## config.mk

```make
export PLATFORM = sky130hd
export DESIGN_NAME = l2_port_scheduler
export DESIGN_NICKNAME = d
export VERILOG_FILES = /design/src/rtl/l2_port_scheduler.sv
export SDC_FILE = /design/constraint.sdc
export NUM_CORES = 2
export LEC_CHECK = 0
export ABC_AREA = 1
export BUFFER_PORTS_ARGS = -buffer_cell sky130_fd_sc_hd__buf_2
export CAP_MARGIN = 10
export CORE_AREA = 2 2 541 543
export CTS_CLUSTER_DIAMETER = 50
export DETAILED_ROUTE_END_ITERATION = 12
export DIE_AREA = 0 0 543 545
export PLACE_DENSITY_LB_ADDON = 0.12
export SETUP_SLACK_MARGIN = 0.02
export SYNTH_ARGS = -nofsm -noshare
export SYNTH_HDL_FRONTEND = slang
export SYNTH_SLANG_ARGS = --single-unit
export TNS_END_PERCENT = 10
```

## constraint.sdc

```tcl
create_clock -name clk -period 1.8 [get_ports clk]
set_input_delay 0.09 -clock clk [delete_from_list [all_inputs] [get_ports clk]]
set_output_delay 0.09 -clock clk [all_outputs]
set_load 0.01 [all_outputs]
```

## src/rtl/l2_port_scheduler.sv

```systemverilog
// rtl/l2_port_scheduler.sv - shares one L2 request port between I-cache and D-cache miss paths.
// Optional ARB_ROUND_ROBIN_EN selects round-robin arbitration instead of D-priority with starvation limit.
module l2_port_scheduler #(
    parameter int STARVE_LIMIT = 4,
    parameter int LINE_W       = 256
) (
    input  logic              clk,
    input  logic              rst,
    input  logic              i_pmem_read,
    input  logic [31:0]       i_pmem_address,
    output logic [LINE_W-1:0] i_pmem_rdata,
    output logic              i_pmem_resp,
    input  logic              d_pmem_read,
    input  logic              d_pmem_write,
    input  logic [31:0]       d_pmem_address,
    input  logic [LINE_W-1:0] d_pmem_wdata,
    output logic [LINE_W-1:0] d_pmem_rdata,
    output logic              d_pmem_resp,
    output logic              a_pmem_read,
    output logic              a_pmem_write,
    output logic [31:0]       a_pmem_address,
    output logic [LINE_W-1:0] a_pmem_wdata,
    input  logic [LINE_W-1:0] a_pmem_rdata,
    input  logic              a_pmem_resp,
    output logic              busy
);

    typedef enum logic [2:0] {IDLE, SERVE_I, SERVE_D, RESP_I, RESP_D} state_t;

    state_t            state, state_next;
    logic              d_req;
    logic              grant_i, grant_d;
    logic [31:0]       hold_addr;
    logic              hold_write;
    logic [LINE_W-1:0] hold_wdata;
    logic [LINE_W-1:0] i_rdata_q, d_rdata_q;

    assign d_req = d_pmem_read | d_pmem_write;

`ifdef ARB_ROUND_ROBIN_EN
    // rr_last = 1 means D was granted most recently
    logic rr_last;

    always_comb begin
        grant_i = i_pmem_read && (!d_req || rr_last);
        grant_d = d_req && !grant_i;
    end

    always_ff @(posedge clk) begin
        if (rst)
            rr_last <= 1'b1;
        else if (state == IDLE && (grant_i || grant_d))
            rr_last <= grant_d;
    end
`else
    localparam logic [3:0] LIMIT = 4'(STARVE_LIMIT);
    logic [3:0] starve_cnt;

    always_comb begin
        grant_i = i_pmem_read && (!d_req || starve_cnt == LIMIT);
        grant_d = d_req && !grant_i;
    end

    always_ff @(posedge clk) begin
        if (rst)
            starve_cnt <= '0;
        else if (state == IDLE && grant_i)
            starve_cnt <= '0;
        else if (state == IDLE && grant_d && i_pmem_read && starve_cnt != LIMIT)
            starve_cnt <= starve_cnt + 4'd1;
    end
`endif

    always_ff @(posedge clk) begin
        if (rst)
            state <= IDLE;
        else
            state <= state_next;
    end

    // Holding registers decouple the L2 request from live L1 inputs
    always_ff @(posedge clk) begin
        if (rst) begin
            hold_addr  <= '0;
            hold_write <= 1'b0;
            hold_wdata <= '0;
            i_rdata_q  <= '0;
            d_rdata_q  <= '0;
        end else begin
            if (state == IDLE && grant_i) begin
                hold_addr  <= i_pmem_address;
                hold_write <= 1'b0;
            end else if (state == IDLE && grant_d) begin
                hold_addr  <= d_pmem_address;
                hold_write <= d_pmem_write;
                if (d_pmem_write)
                    hold_wdata <= d_pmem_wdata;
            end
            if (state == SERVE_I && a_pmem_resp)
                i_rdata_q <= a_pmem_rdata;
            if (state == SERVE_D && a_pmem_resp)
                d_rdata_q <= a_pmem_rdata;
        end
    end

    always_comb begin
        state_next     = state;
        a_pmem_read    = 1'b0;
        a_pmem_write   = 1'b0;
        a_pmem_address = '0;
        a_pmem_wdata   = '0;
        i_pmem_resp    = 1'b0;
        d_pmem_resp    = 1'b0;
        case (state)
            IDLE: begin
                if (grant_i)
                    state_next = SERVE_I;
                else if (grant_d)
                    state_next = SERVE_D;
            end
            SERVE_I: begin
                a_pmem_read    = 1'b1;
                a_pmem_address = hold_addr;
                if (a_pmem_resp)
                    state_next = RESP_I;
            end
            SERVE_D: begin
                a_pmem_read    = !hold_write;
                a_pmem_write   = hold_write;
                a_pmem_address = hold_addr;
                if (hold_write)
                    a_pmem_wdata = hold_wdata;
                if (a_pmem_resp)
                    state_next = RESP_D;
            end
            RESP_I: begin
                i_pmem_resp = 1'b1;
                state_next  = IDLE;
            end
            RESP_D: begin
                d_pmem_resp = 1'b1;
                state_next  = IDLE;
            end
            default: state_next = IDLE;
        endcase
    end

    assign i_pmem_rdata = i_rdata_q;
    assign d_pmem_rdata = d_rdata_q;
    assign busy         = (state != IDLE);

endmodule

```

Yosys cells after proc, flatten, opt, wreduce, memory -nomap -nowiden. Cells that the tools add are included.

Mux-type cells: 14. Reduce and logical (&&, ||, !) cells: 19. Equal/unequal tests: 9. $add $sub $neg: 1. Bitwise operators: 2.

Operators by type and width (number): 2-to-1 mux 256 bit (2); 2-to-1 mux 32 bit (3); 2-to-1 mux 3 bit (4); one-hot mux 3 bit (3 select lines) (1); logical AND 1 bit (8); equality test 3 x 2 -> 1 bit, second input constant (2); AND reduction 3 bit (2); adder 4 x 1 -> 4 bit, second input constant (1); equality test 4 x 3 -> 1 bit, second input constant (1); inequality test 2 bit, second input constant (2); inequality test 4 x 3 -> 1 bit, second input constant (1); OR reduction 2 bit (2); equality test 3 x 1 -> 1 bit, second input constant (1); equality test 3 bit, second input constant (1); logical NOT 1 bit (3); logical NOT 3 bit (1); 2-to-1 mux 1 bit (3); inequality test 3 bit, second input constant (1); nonzero test 3 bit (1); one-hot mux 1 bit (2 select lines) (1); nonzero test 2 bit (1); logical OR 1 bit (1); inverter 1 bit (1); bitwise OR 1 bit (1).

Logic and storage cells: 52. Bits in registers: 808.

Longest topological paths before layout.
Depth in word-level cells: 9. Gate-level depth with buffers: 12. Mapped depth without buffers: 9.

Worst setup path after synthesis. Ideal clock, no wire load.

Path kind: reg-to-reg. Start point: register starve_cnt[0]. End point: register hold_wdata[100]. Arrival: 1517 ps. Cell stages (with the launch flop): 12. Library setup time: 113 ps. Path slack: 170 ps. Data required time: 1687 ps. Cell sequence: dfxtp_1 -> inv_1 -> ha_1 -> nand3_1 -> nand2_4 -> nand2_2 -> nand3_1 -> buf_4 -> buf_4 -> buf_4 -> nor2_1 -> nor2_1.

Cells in the longest elaborated chain, start to end: 7. Elaborated cells on any way between the ends: 9. Those cells by class: eq/ne (1); bitwise (1); reduce/logical (7).

RTL lines: start: declaration (RTL line 57) `logic [3:0] starve_cnt;`; start signal: assignment (RTL line 70) `starve_cnt <= starve_cnt + 4'd1;`; equality test 4 x 3 -> 1 bit (*) (RTL line 60) `grant_i = i_pmem_read && (!d_req || starve_cnt == LIMIT);`; logical OR 1 bit (*) (RTL line 60); logical AND 1 bit (*) (RTL line 60); logical NOT 1 bit (RTL line 61) `grant_d = d_req && !grant_i;`; logical AND 1 bit (RTL line 61); logical AND 1 bit (RTL line 93) `end else if (state == IDLE && grant_d) begin`; AND reduction 3 bit (no source line) (*); end signal: assignment (RTL line 97) `hold_wdata <= d_pmem_wdata;`; end: declaration (RTL line 35) `logic [LINE_W-1:0] hold_wdata;`.

Mark *: on every way between the ends. The rest lies on a longest branch, timed or not. A chain may end at the register's enable or synchronous reset.

Worst setup path in the final report.
Start point: register state[0]. End point: output a_pmem_wdata[3].

Cells in the longest elaborated chain, start to end: 2.

RTL lines: start: declaration (RTL line 30) `state_t state, state_next;`; start signal: assignment (RTL line 78) `state <= state_next;`; equality test 3 x 2 -> 1 bit (RTL line 114) `case (state)`; 2-to-1 mux 256 bit (RTL line 114); end: declaration (RTL line 22) `output logic [LINE_W-1:0] a_pmem_wdata,`.

No other way between the ends.

==> summary.txt <==
Final setup viols - 308
sw power - 0.0190 W
Sequential cell area - 16200 um2
max frequency - 0.433 GHz
Final ANT Viol Nets - 0
via/cell ratio - 3.37
Cell Chain, Critical Path - inv_2, nand3_4, inv_4, nand2_8, buf_12, buf_16, clkbuf_16, nor2_4, buf_6
relative slew slack - 0.672
commonest cells in the synthesized netlist - nor2_1 (1318), dfxtp_1 (808), nand2_1 (593), inv_1 (587), o21ai_0 (507)
CTS tree - built
clock slew at reported path FFs - 0.05 ns
final setup margin - -0.508 ns
DIE AREA - 296000 um2
synthesis warning total - 0
hold depth - 4
Setup Skew - 0.0841 ns
Via Count - 36400
WS Path Type - reg -> out
max-cap viol count - 0
Post-synth top flop - dfxtp_1
Hold Fails Final Rpt - 0
RSZ-0062 raised after global routing - true
top-count cell post-synth - nor2_1
Filler cells - 32900
Tmin final - 2.31 ns
slowest cell on the critical path - dfxtp_2
number of synthesized flops with an enable pin - 0
Critical Path Max Stage Delay - 0.32 ns
worst ir drop on vdd - 0.000686 V
area grow syn2layout - 92.2%
register area share after synthesis - 0.512
initial antenna violation count - 27
Detailed Place HPWL - 154 mm
FF-to-FF Start - state[2]
Internal - 0.0463 W
post-synthesis register bit count - 808
mapped cell area - 31600 um2
DR WL/cell - 18.6 um
Multi-input gate area - 12900 um2
Final Util - 0.209
die height - 545 um
Critical Path RT - 1.71 ns
global route overflow - 0
H-tree depth - 4
hold path start - d_pmem_wdata[1]
Clock power frac - 0.513
GP Congestion - 0.797
core footprint - 290000 um2
Async SR Flop Fraction - 0
first-pass GRT wire length - 275 mm
initial drt markers - 1617
Flop pwr share - 0.310
Synth area leaders - dfxtp_1 (51%), nor2_1 (16%), o21ai_0 (8.0%)
area fraction of the dominant cell type after synthesis - 0.512
chip width - 543 um
register-to-register path setup slack - -0.12 ns
worst min path class - in -> reg
placed insts - 9709
combinational power share - 0.177
failing checks - setup timing
vias in the first global route - 37200
GRT Total Usage - 0.128
PD cells - 1080 nW/um2
IO Count - 1387
number of remaining DRC errors - 0
Skew-Pair Late Insertion Delay - 0.86 ns
PortBufs - 1386
Post-Route WL - 201 mm
largest net degree at the start of global routing - 78
Core Rows - 198
setup_tns - -118.31 ns
largest area contributor in the netlist - dfxtp_1
data arrival time of the worst path - 2.22 ns
Starting Density - 0.109
CTS root buf - clkbuf_16
cts bufs inserted - 171
Max Slew Vio Count - 0
TritonRoute pass-1 iters - 5
Synth Area per Inst - 7.00 um2
Worst R2R End - i_pmem_rdata[249]
run status - complete, but fails checks
Pleak - 28.2 nW
post-synth cell types - 22
Syn Nets - 5093
fin nets - 7336
non-filler cells, final - 10800
share of cells above drive strength 1 - 0.314
hold endpoint - hold_wdata[1]
kind of end point of the critical path - primary output
# clock sinks - 808
Slew @ Worst Pin - 0.487 ns
Switching Fraction - 0.291
r2r worst-path depth - 9
CP max FO - 8
crit start category - flop
CTS Buffer Depth - 4
Syn Inst Count - 4509
Tcrit/Tclk final - 1.28
worst max-delay path: cells and delay by family, from the launching register on:
family | cells | cell delay [ns]
buf+inv | 6 | 0.82
flops | 1 | 0.32
simple gates | 3 | 0.25
cells in the final DEF, fill, tap and decap left out, types with 5 or more instances in the layout:
cell type,n
nor2_1,1107
inv_6,5
inv_1,582
buf_12,67
dfxtp_1,804
nand2_1,591
buf_6,133
clkbuf_1,29
buf_4,188
nor2_4,114
diode_2,17
o21ai_1,83
a21oi_1,295
o21ai_0,424
buf_2,1214
clkbuf_16,179
nor2_2,99
clkinv_4,6
clkbuf_8,17
bufinv_16,25
buf_16,19
clkinvlp_4,16
dlygate4sd3_1,741
inv_2,7
o21ai_2,7
clkinv_2,32
nand3_1,68
area by class of cell:
type | count | area share
clock inverters | 92 | 0.0216
multi-input cells | 2804 | 0.212
repair buffers | 2374 | 0.305
diodes | 17 | 0.000701
clock buffers | 218 | 0.0765
inverters | 593 | 0.0370
well taps | 3900 | 0.0804
flip-flops and latches | 808 | 0.266
logic make-up after synthesis:
| group | Yosys count | share of synthesized area |
|---|---|---|
| AO/OA/AOI/OAI | 810 | 0.128 |
| flip-flops | 808 | 0.512 |
| AND/OR/NAND/NOR | 1992 | 0.241 |
| adder cells (fa/ha/maj) | 2 | 0.000792 |
| buffers and inverters | 897 | 0.118 |
sequential cells by signal, summed over array words and instances (netlist names):
name          count
state             3
hold_addr        32
starve_cnt        4
hold_write        1
d_pmem_rdata    256
hold_wdata      256
i_pmem_rdata    256
per-stage QoR:
stage	power, W	setup WS (ns)	instance area, um2	hold slack (ns)
after floorplan	0.0253	0.170	31600	0.225
after global placement	0.0302	-0.122	44400	0.315
after detailed placement	0.0302	-0.160	44400	0.318
after CTS	0.0665	-0.631	59500	0.0000144
after global routing	0.0686	-0.649	60700	0.0305
final	0.0653	-0.508	60700	0.0890
worst max-delay path by stage:
| stage | slack, ns | cells past startpoint | startpoint | to |
|---|---|---|---|---|
| 2_1_floorplan | 0.17 | 11 | starve_cnt[0] | hold_wdata[100] |
| 3_3_place_gp | -0.12 | 8 | state[1] | i_pmem_rdata[242] |
| 3_5_place_dp | -0.16 | 8 | state[1] | i_pmem_rdata[247] |
| 4_1_cts | -0.63 | 9 | state[2] | a_pmem_wdata[82] |
| 5_1_grt | -0.65 | 9 | state[0] | a_pmem_wdata[3] |
| 6_report | -0.51 | 9 | state[0] | a_pmem_wdata[3] |
power by group through the flow:
stage / Combinational [W] / Sequential [W] / Clock [W]
2_1_floorplan: 0.00438 / 0.0209 / 0
5_1_grt: 0.0128 / 0.0204 / 0.0354
4_1_cts: 0.0115 / 0.0203 / 0.0347
3_5_place_dp: 0.00958 / 0.0206 / 0
3_3_place_gp: 0.00961 / 0.0206 / 0
6_report: 0.0115 / 0.0203 / 0.0335
routing by layer:
| metal | vias up | global-route usage | wire length (um) | share of wire |
|---|---|---|---|---|
| li1 | 18300 | - | - | - |
| met4 | 16 | 0.0508 | 7920 | 0.039 |
| met2 | 1244 | 0.214 | 93800 | 0.47 |
| met5 | - | 0 | 107 | 0.00053 |
| met3 | 296 | 0.0523 | 18500 | 0.092 |
| met1 | 16600 | 0.144 | 80600 | 0.40 |
timing repair:
item	4_1_cts	5_1_grt
pin swaps	3	6
resized for setup	434	295
gates cloned	10	7
endpoints found under the hold margin	808	0
hold buffers	741	0
setup endpoints to repair	412	739
setup buffers	10	6
Power figures use the tool's default switching activity.
